$ cat src/rtl/ifu_fetch_controller.sv
// ifu_fetch_controller
//   Fetch stage of a single-issue core. Accepts the next PC from commit
//   (valid_pre/ready_pre), reads one instruction word over AXI4-Lite (AR/R),
//   then presents {pc, inst, fetch_err} to decode (valid_post/ready_post).
//   Only one instruction is ever in flight. The first fetch after reset goes
//   to RESET_PC without waiting for a commit.
//
// Ports
//   clock, reset            clock; asynchronous active-low reset
//   valid_pre_i/ready_pre_o commit -> fetch handshake, npc_i = next PC
//   arvalid_o/arready_i     AXI-Lite read address, araddr_o = current PC
//   rvalid_i/rready_o       AXI-Lite read data, rdata_i/rresp_i
//   valid_post_o/ready_post_i fetch -> decode handshake
//   pc_o, inst_o, fetch_err_o payload toward decode
//
// Handshake outputs are decoded from the state register, so they fall
// immediately when reset is asserted.
module ifu_fetch_controller #(
  parameter int                XLEN     = 32,
  parameter logic [XLEN-1:0]   RESET_PC = 32'h8000_0000
) (
  input  logic            clock,
  input  logic            reset,
  input  logic            valid_pre_i,
  output logic            ready_pre_o,
  input  logic [XLEN-1:0] npc_i,
  output logic            arvalid_o,
  output logic [XLEN-1:0] araddr_o,
  input  logic            arready_i,
  input  logic            rvalid_i,
  input  logic [XLEN-1:0] rdata_i,
  input  logic [1:0]      rresp_i,
  output logic            rready_o,
  output logic            valid_post_o,
  input  logic            ready_post_i,
  output logic [XLEN-1:0] pc_o,
  output logic [XLEN-1:0] inst_o,
  output logic            fetch_err_o
);

  typedef enum logic [2:0] {
    BOOT = 3'd0,
    IDLE = 3'd1,
    ADDR = 3'd2,
    DATA = 3'd3,
    HOLD = 3'd4
  } state_t;

  state_t          state_r;
  state_t          state_nxt_s;
  logic [XLEN-1:0] pc_r;
  logic [XLEN-1:0] inst_r;
  logic            err_r;
  logic            misaligned_s;
  logic            rd_err_s;

  assign misaligned_s = (npc_i[1:0] != 2'b00);
  assign rd_err_s     = (rresp_i != 2'b00);

  // Next-state and handshake decode
  always_comb begin
    state_nxt_s  = state_r;
    ready_pre_o  = 1'b0;
    arvalid_o    = 1'b0;
    rready_o     = 1'b0;
    valid_post_o = 1'b0;
    case (state_r)
      BOOT: begin
        state_nxt_s = ADDR;
      end
      IDLE: begin
        ready_pre_o = 1'b1;
        if (valid_pre_i) begin
          // A misaligned PC never reaches the bus; report it straight away.
          if (misaligned_s) begin
            state_nxt_s = HOLD;
          end else begin
            state_nxt_s = ADDR;
          end
        end else begin
          state_nxt_s = IDLE;
        end
      end
      ADDR: begin
        arvalid_o = 1'b1;
        if (arready_i) begin
          state_nxt_s = DATA;
        end else begin
          state_nxt_s = ADDR;
        end
      end
      DATA: begin
        rready_o = 1'b1;
        if (rvalid_i) begin
          state_nxt_s = HOLD;
        end else begin
          state_nxt_s = DATA;
        end
      end
      HOLD: begin
        valid_post_o = 1'b1;
        if (ready_post_i) begin
          state_nxt_s = IDLE;
        end else begin
          state_nxt_s = HOLD;
        end
      end
      default: begin
        state_nxt_s = BOOT;
      end
    endcase
  end

  // State, PC and fetched-instruction registers
  always_ff @(posedge clock or negedge reset) begin
    if (!reset) begin
      state_r <= BOOT;
      pc_r    <= RESET_PC;
      inst_r  <= {XLEN{1'b0}};
      err_r   <= 1'b0;
    end else begin
      state_r <= state_nxt_s;
      case (state_r)
        IDLE: begin
          if (valid_pre_i) begin
            pc_r <= npc_i;
            if (misaligned_s) begin
              inst_r <= {XLEN{1'b0}};
              err_r  <= 1'b1;
            end
          end
        end
        DATA: begin
          if (rvalid_i) begin
            // Errored reads deliver a zero instruction word.
            err_r  <= rd_err_s;
            inst_r <= rd_err_s ? {XLEN{1'b0}} : rdata_i;
          end
        end
        default: begin
        end
      endcase
    end
  end

  assign araddr_o    = pc_r;
  assign pc_o        = pc_r;
  assign inst_o      = inst_r;
  assign fetch_err_o = err_r;

endmodule

$ cat config.mk
export PLATFORM = sky130hd
export DESIGN_NAME = ifu_fetch_controller
export DESIGN_NICKNAME = d
export VERILOG_FILES = /design/src/rtl/ifu_fetch_controller.sv
export SDC_FILE = /design/constraint.sdc
export NUM_CORES = 1
export LEC_CHECK = 0
export CAP_MARGIN = 20
export CORE_AREA = 2 2 87 89
export CTS_BUF_LIST = sky130_fd_sc_hd__clkbuf_2 sky130_fd_sc_hd__clkbuf_4 sky130_fd_sc_hd__clkbuf_8
export CTS_CLUSTER_DIAMETER = 30
export DETAILED_ROUTE_END_ITERATION = 8
export DIE_AREA = 0 0 89 91
export PLACE_DENSITY = 0.91
export SLEW_MARGIN = 20
export SYNTH_ARGS = -nofsm -noshare
export SYNTH_HDL_FRONTEND = slang
export SYNTH_SLANG_ARGS = --single-unit
$ cat constraint.sdc
create_clock -name clock -period 4.05 [get_ports clock]
set_clock_uncertainty 0.2 [all_clocks]
set_input_delay 0.405 -clock clock [delete_from_list [all_inputs] [get_ports clock]]
set_output_delay 0.405 -clock clock [all_outputs]
set_load 0.01 [all_outputs]
==> results.json, run 1 <==
{
  "grt_pass1_wl_mm": 10.9,
  "rsz0062_at_grt": "no",
  "ys_seq_area_frac": 0.601,
  "firstDrtPassIters": 4,
  "min_path_cells": 1,
  "syn_inst": 195,
  "synth_cell_types": 23,
  "syn_area_um2": 2830,
  "finalCriticalPeriod_ns": 2.41,
  "numCtsBuffers": 9,
  "synthFlopType": "dfrtp_1",
  "critPathKind": "register to output pin",
  "portBuffers": 172,
  "tightest_slew_ns": 0.720,
  "wl_per_cell_um": 15.8,
  "ff2ff_path_depth": 5,
  "arrival_ns": 1.81,
  "finalHoldViolations": 0,
  "leakagePower_nw": 1.95,
  "end_kind": "output pin",
  "cts_resized": 0,
  "syn2layout_area_growth_pct": 62.0,
  "synth_edf_count": 0,
  "power_density_nw_per_um2": 765,
  "start_kind": "register",
  "slew_headroom": 0.520,
  "initial_core_util": 0.397,
  "tritoncts": "done",
  "drc_errors": 0,
  "multiInputGateArea_um2": 807,
  "wl_mm": 7.02,
  "maxCapViolCount": 0,
  "setup_viol": 0,
  "setup_tns_ns": 0,
  "fp.dieW_um": 89,
  "critPathMaxFanout": 8,
  "hold_path.class": "register to register",
  "cts_root_buf": "clkbuf_8",
  "ys_ff_latch": 68,
  "globalRoute.totalOverflow": 0,
  "max_freq_mhz": 414,
  "h-tree-depth": 3,
  "ys_warn_count": 0,
  "synth_top_area_cell": "dfrtp_1",
  "vias_per_cell": 4.70,
  "grt_max_degree": 37,
  "outcome": "completed",
  "fin_area_um2": 4590,
  "ios": 173,
  "grt_usage": 0.176,
  "fill_cells": 587,
  "grt_pass1_vias": 2210,
  "drtIter0Drc": 77,
  "die_area_um2": 8100,
  "seqCellArea_um2": 1700,
  "clk_path_buf_depth": 2,
  "final.period_utilization": 0.596,
  "avgSynthCellArea_um2": 14.5,
  "synth.area.top_cells": "dfrtp_1, mux2_2, a22o_1, buf_4, buf_6",
  "die_height_um": 91,
  "post_dp_cell_area_um2": 4380,
  "clock_latency_ns": 0.33,
  "clkSinkCount": 68,
  "required_ns": 3.44,
  "dp_hpwl_mm": 5.25,
  "antenna_found_initial": 0,
  "gp_congestion": 0.731,
  "num_antenna_cells": 0,
  "ir_drop_mv": 0.359,
  "async_flop_share": 1.00,
  "utilization": 0.643,
  "drive_gt1_frac": 0.168,
  "synth_top_area_share": 0.592,
  "final_nets": 413,
  "core_um2": 7140,
  "rows": 31,
  "syn-num-nets": 267,
  "drtAntennaViolNets": 0,
  "finalMaxSlewViolations": 0,
  "path_clk_slew_ns": 0.08,
  "vias": 2091
}
==> state kept, by name, indices dropped and copies added, names as in the netlist <==
name	flops
inst_o	32
fetch_err_o	1
araddr_o	32
state_r	3
==> per-stage QoR <==
step / cells / total power [mW] / setup slack, ns / hold slack (ns)
after floorplan: 195 / 2.07 / 2.36 / -0.0906
after global placement: 428 / 2.93 / 1.56 / 0.288
after detailed placement: 428 / 2.99 / 1.48 / 0.290
after CTS: 445 / 3.56 / 1.62 / 0.312
after global routing: 445 / 3.72 / 1.53 / 0.335
final: 445 / 3.51 / 1.64 / 0.308
==> placed cells by master (no fill, tap or decap), types with 2 or more instances in the layout <==
master | Yosys | routed
buf_4 | 35 | 4
inv_6 | 0 | 2
dfrtp_1 | 67 | 67
clkdlybuf4s50_1 | 0 | 171
clkbuf_8 | 0 | 9
nor3b_1 | 3 | 3
nand2_1 | 2 | 2
mux2_2 | 32 | 32
a21oi_1 | 2 | 2
clkinv_2 | 0 | 2
nand2b_1 | 2 | 2
a22o_1 | 32 | 32
==> per-layer routing <==
layer  global-route usage  part of all wire  vias up
li1                     -                 -      954
met1                0.202              0.39     1031
met2                0.308              0.52       95
met3               0.0464             0.071       11
met4               0.0684             0.015        0
met5                    0                 0        -
==> repair_timing <==
item,CTS,global route
setup buffers,0,0
endpoints found under the hold margin,31,0
hold buffers,1,0
==> layout make-up <==
class | instances | area share
well taps | 99 | 0.0270
flip-flops and latches | 68 | 0.371
inverters | 1 | 0.000817
clock buffers | 9 | 0.0270
repair buffers | 177 | 0.383
multi-input cells | 84 | 0.176
clock inverters | 7 | 0.0161
==> power breakdown <==
group | switching, mW | internal, mW | leakage (nW)
Combinational | 0.606 | 1.12 | 0.987
Clock | 0.268 | 0.287 | 0.100
Sequential | 0.236 | 0.996 | 0.868
Total | 1.11 | 2.40 | 1.95
==> kinds of logic after synthesis <==
group,after synthesis,synth area share
buffers and inverters,43,0.120
AO/OA/AOI/OAI,37,0.111
AND/OR/NAND/NOR,14,0.0380
flip-flops,68,0.601
multiplexers,33,0.131
==> final timing paths <==
| check | startpoint | endpoint | slack, ns |
|---|---|---|---|
| max in group asynchronous | reset | state_r[1]$_DFF_PN0_ | 2.26 |
| min in group asynchronous | reset | araddr_o[2]$_DFFE_PN0P_ | 0.47 |
| max | state_r[2]$_DFF_PN0_ | valid_post_o | 1.64 |
| min reg2reg | inst_o[14]$_DFFE_PN0P_ | inst_o[14]$_DFFE_PN0P_ | 0.31 |
| min | inst_o[14]$_DFFE_PN0P_ | inst_o[14]$_DFFE_PN0P_ | 0.31 |
| max reg2reg | state_r[2]$_DFF_PN0_ | inst_o[15]$_DFFE_PN0P_ | 1.91 |
==> critical path, stage by stage (launching register included) <==
cell and delay, ns:
dfrtp_1 0.49, nor3b_1 0.37, clkdlybuf4s50_1 0.61
==> Yosys cell counts (2+ instances only) <==
library cell	instances
dfrtp_1	67
buf_4	35
a22o_1	32
mux2_2	32
buf_6	6
nor3b_1	3
a21oi_1	2
nand2_1	2
nand2b_1	2
(Power assumes the default switching activity.)
==> inputs of run 2 (changes only) <==
Settings changed: CORE_AREA 2 2 87 89 to 2 2 90 92, DIE_AREA 0 0 89 91 to 0 0 92 94, PLACE_DENSITY 0.91 to 0.86.
Clock period 4.05 ns to 2.43 ns, I/O delays scaled along.
==> results.json, run 2 (same netlist as run 1, synthesis figures left out) <==
{
  "num_antenna_cells": 0,
  "syn2layout_area_growth_pct": 64.3,
  "crit_chain": "nor3b_1 > clkdlybuf4s50_1",
  "max_freq_mhz": 437,
  "fp.dieW_um": 92,
  "cts_resized": 0,
  "final_common_cell": "clkdlybuf4s50_1",
  "p_total_mw": 5.98,
  "core_um2": 7610,
  "critPathMaxFanout": 8,
  "fill_cells": 632,
  "rows": 32,
  "h-tree-depth": 3,
  "path_buf_inv": 1,
  "use_met2": 0.288,
  "final.period_utilization": 0.941,
  "grt_pass1_wl_mm": 11.1,
  "finalCriticalPeriod_ns": 2.29,
  "grt.busiest_layer": "met2",
  "critPathKind": "register to output pin",
  "end_kind": "output pin",
  "ios": 173,
  "slew_headroom": 0.579,
  "grt_usage": 0.165,
  "portBuffers": 172,
  "tightest_slew_ns": 0.632,
  "required_ns": 1.99,
  "leakagePower_nw": 1.98,
  "drtAntennaViolNets": 0,
  "use_met3": 0.0441,
  "grt_pass1_vias": 2201,
  "wl_mm": 6.94,
  "cts_root_buf": "clkbuf_8",
  "arrival_ns": 1.84,
  "hold_path.class": "primary input to asynchronous set/reset pin",
  "rsz0062_at_grt": "no",
  "grt_max_degree": 42,
  "die_height_um": 94,
  "vias_per_cell": 4.70,
  "globalRoute.totalOverflow": 0,
  "outcome": "completed",
  "drtIter0Drc": 68,
  "firstDrtPassIters": 4,
  "initial_core_util": 0.373,
  "gp_congestion": 0.705,
  "die_area_um2": 8650,
  "tritoncts": "done",
  "ir_drop_mv": 0.568,
  "antenna_found_initial": 0,
  "multiInputGateArea_um2": 807,
  "seqCellArea_um2": 1700,
  "maxCapViolCount": 0,
  "final_nets": 413,
  "clock_latency_ns": 0.32,
  "crit_family": "buffers and inverters",
  "clkSinkCount": 68,
  "power_density_nw_per_um2": 1280,
  "finalMaxSlewViolations": 0,
  "drive_gt1_frac": 0.168,
  "clk_path_buf_depth": 2,
  "grtUsageMet1": 0.192,
  "path_clk_slew_ns": 0.07,
  "dp_hpwl_mm": 5.24,
  "wl_per_cell_um": 15.5,
  "setup_tns_ns": 0,
  "slowest_delay_ns": 0.62,
  "drc_errors": 0,
  "post-cts-setup-buffers": 0,
  "start_kind": "register",
  "final_cell_mix": "clkdlybuf4s50_1, dfrtp_1, mux2_2, a22o_1, clkbuf_8",
  "numCtsBuffers": 9,
  "crit_slowest_cell": "clkdlybuf4s50_1",
  "setup_viol": 0,
  "finalHoldViolations": 0,
  "vias": 2107
}
## run 2: final cells by class
cell class,count,area share
clock buffers,11,0.0312
repair buffers,177,0.385
well taps,102,0.0274
clock inverters,5,0.0161
inverters,1,0.000806
flip-flops and latches,68,0.366
multi-input cells,84,0.173
## run 2: timing repair
action,in CTS,in global routing
setup endpoints to repair,0,0
hold buffers,1,0
hold endpoints to repair,26,0
## run 2: power breakdown
part           total (mW)  switching, mW  internal [mW]
sequential           2.06          0.396           1.66
combinational        2.91           1.02           1.89
clock                1.01          0.398          0.612
total                5.98           1.81           4.16
## run 2: worst reg2reg max path: stages, from the launching register on
cell,delay [ns]
dfrtp_1,0.48
nor4bb_4,0.43
buf_12,0.25
mux2_2,0.38
## run 2: layer usage
| metal | part of all wire | routed length (um) | vias to the layer above |
|---|---|---|---|
| li1 | - | - | 958 |
| met1 | 0.37 | 2570 | 1048 |
| met2 | 0.55 | 3830 | 91 |
| met3 | 0.062 | 429 | 10 |
| met4 | 0.016 | 108 | 0 |
| met5 | 0 | 0 | - |
## run 2: worst paths after layout
kind / startpoint / endpoint / slack (ns) / cells after the start
max in group asynchronous: reset / inst_o[28]$_DFFE_PN0P_ / 1.10 / 3
min in group clock: inst_o[0]$_DFFE_PN0P_ / inst_o[0]$_DFFE_PN0P_ / 0.30 / 1
worst min-delay path: reset / araddr_o[3]$_DFFE_PN0P_ / 0.28 / 2
worst max-delay path: state_r[2]$_DFF_PN0_ / valid_post_o / 0.14 / 2
worst min register to register: inst_o[0]$_DFFE_PN0P_ / inst_o[0]$_DFFE_PN0P_ / 0.30 / 1
worst max register to register: state_r[2]$_DFF_PN0_ / araddr_o[10]$_DFFE_PN0P_ / 0.57 / 3
## run 2: through the flow
stage	instance area (um2)	utilization	cells	hold slack, ns	setup WS [ns]
floorplan	2830	-	195	-0.253	0.742
global placement	4430	0.582	431	0.102	0.394
detailed placement	4430	0.582	431	0.103	0.320
CTS	4660	0.612	448	0.260	0.139
global route	4660	0.612	448	0.290	0.0869
finish	4660	0.612	448	0.279	0.144
==> inputs of run 3 (changes only) <==
--- a/constraint.sdc
+++ b/constraint.sdc
@@ -3,3 +3,3 @@
 set_input_delay 0.243 -clock clock [delete_from_list [all_inputs] [get_ports clock]]
 set_output_delay 0.243 -clock clock [all_outputs]
-set_load 0.01 [all_outputs]
+set_load 0.005 [all_outputs]
==> results of run 3 <==
The final DEF is identical to that of run 2. Status: completed.
Among the figures that moved: setup slack after layout 0.144 ns -> 0.179 ns; total power 5.98 mW -> 5.65 mW; worst IR drop on VDD 0.568 mV -> 0.547 mV
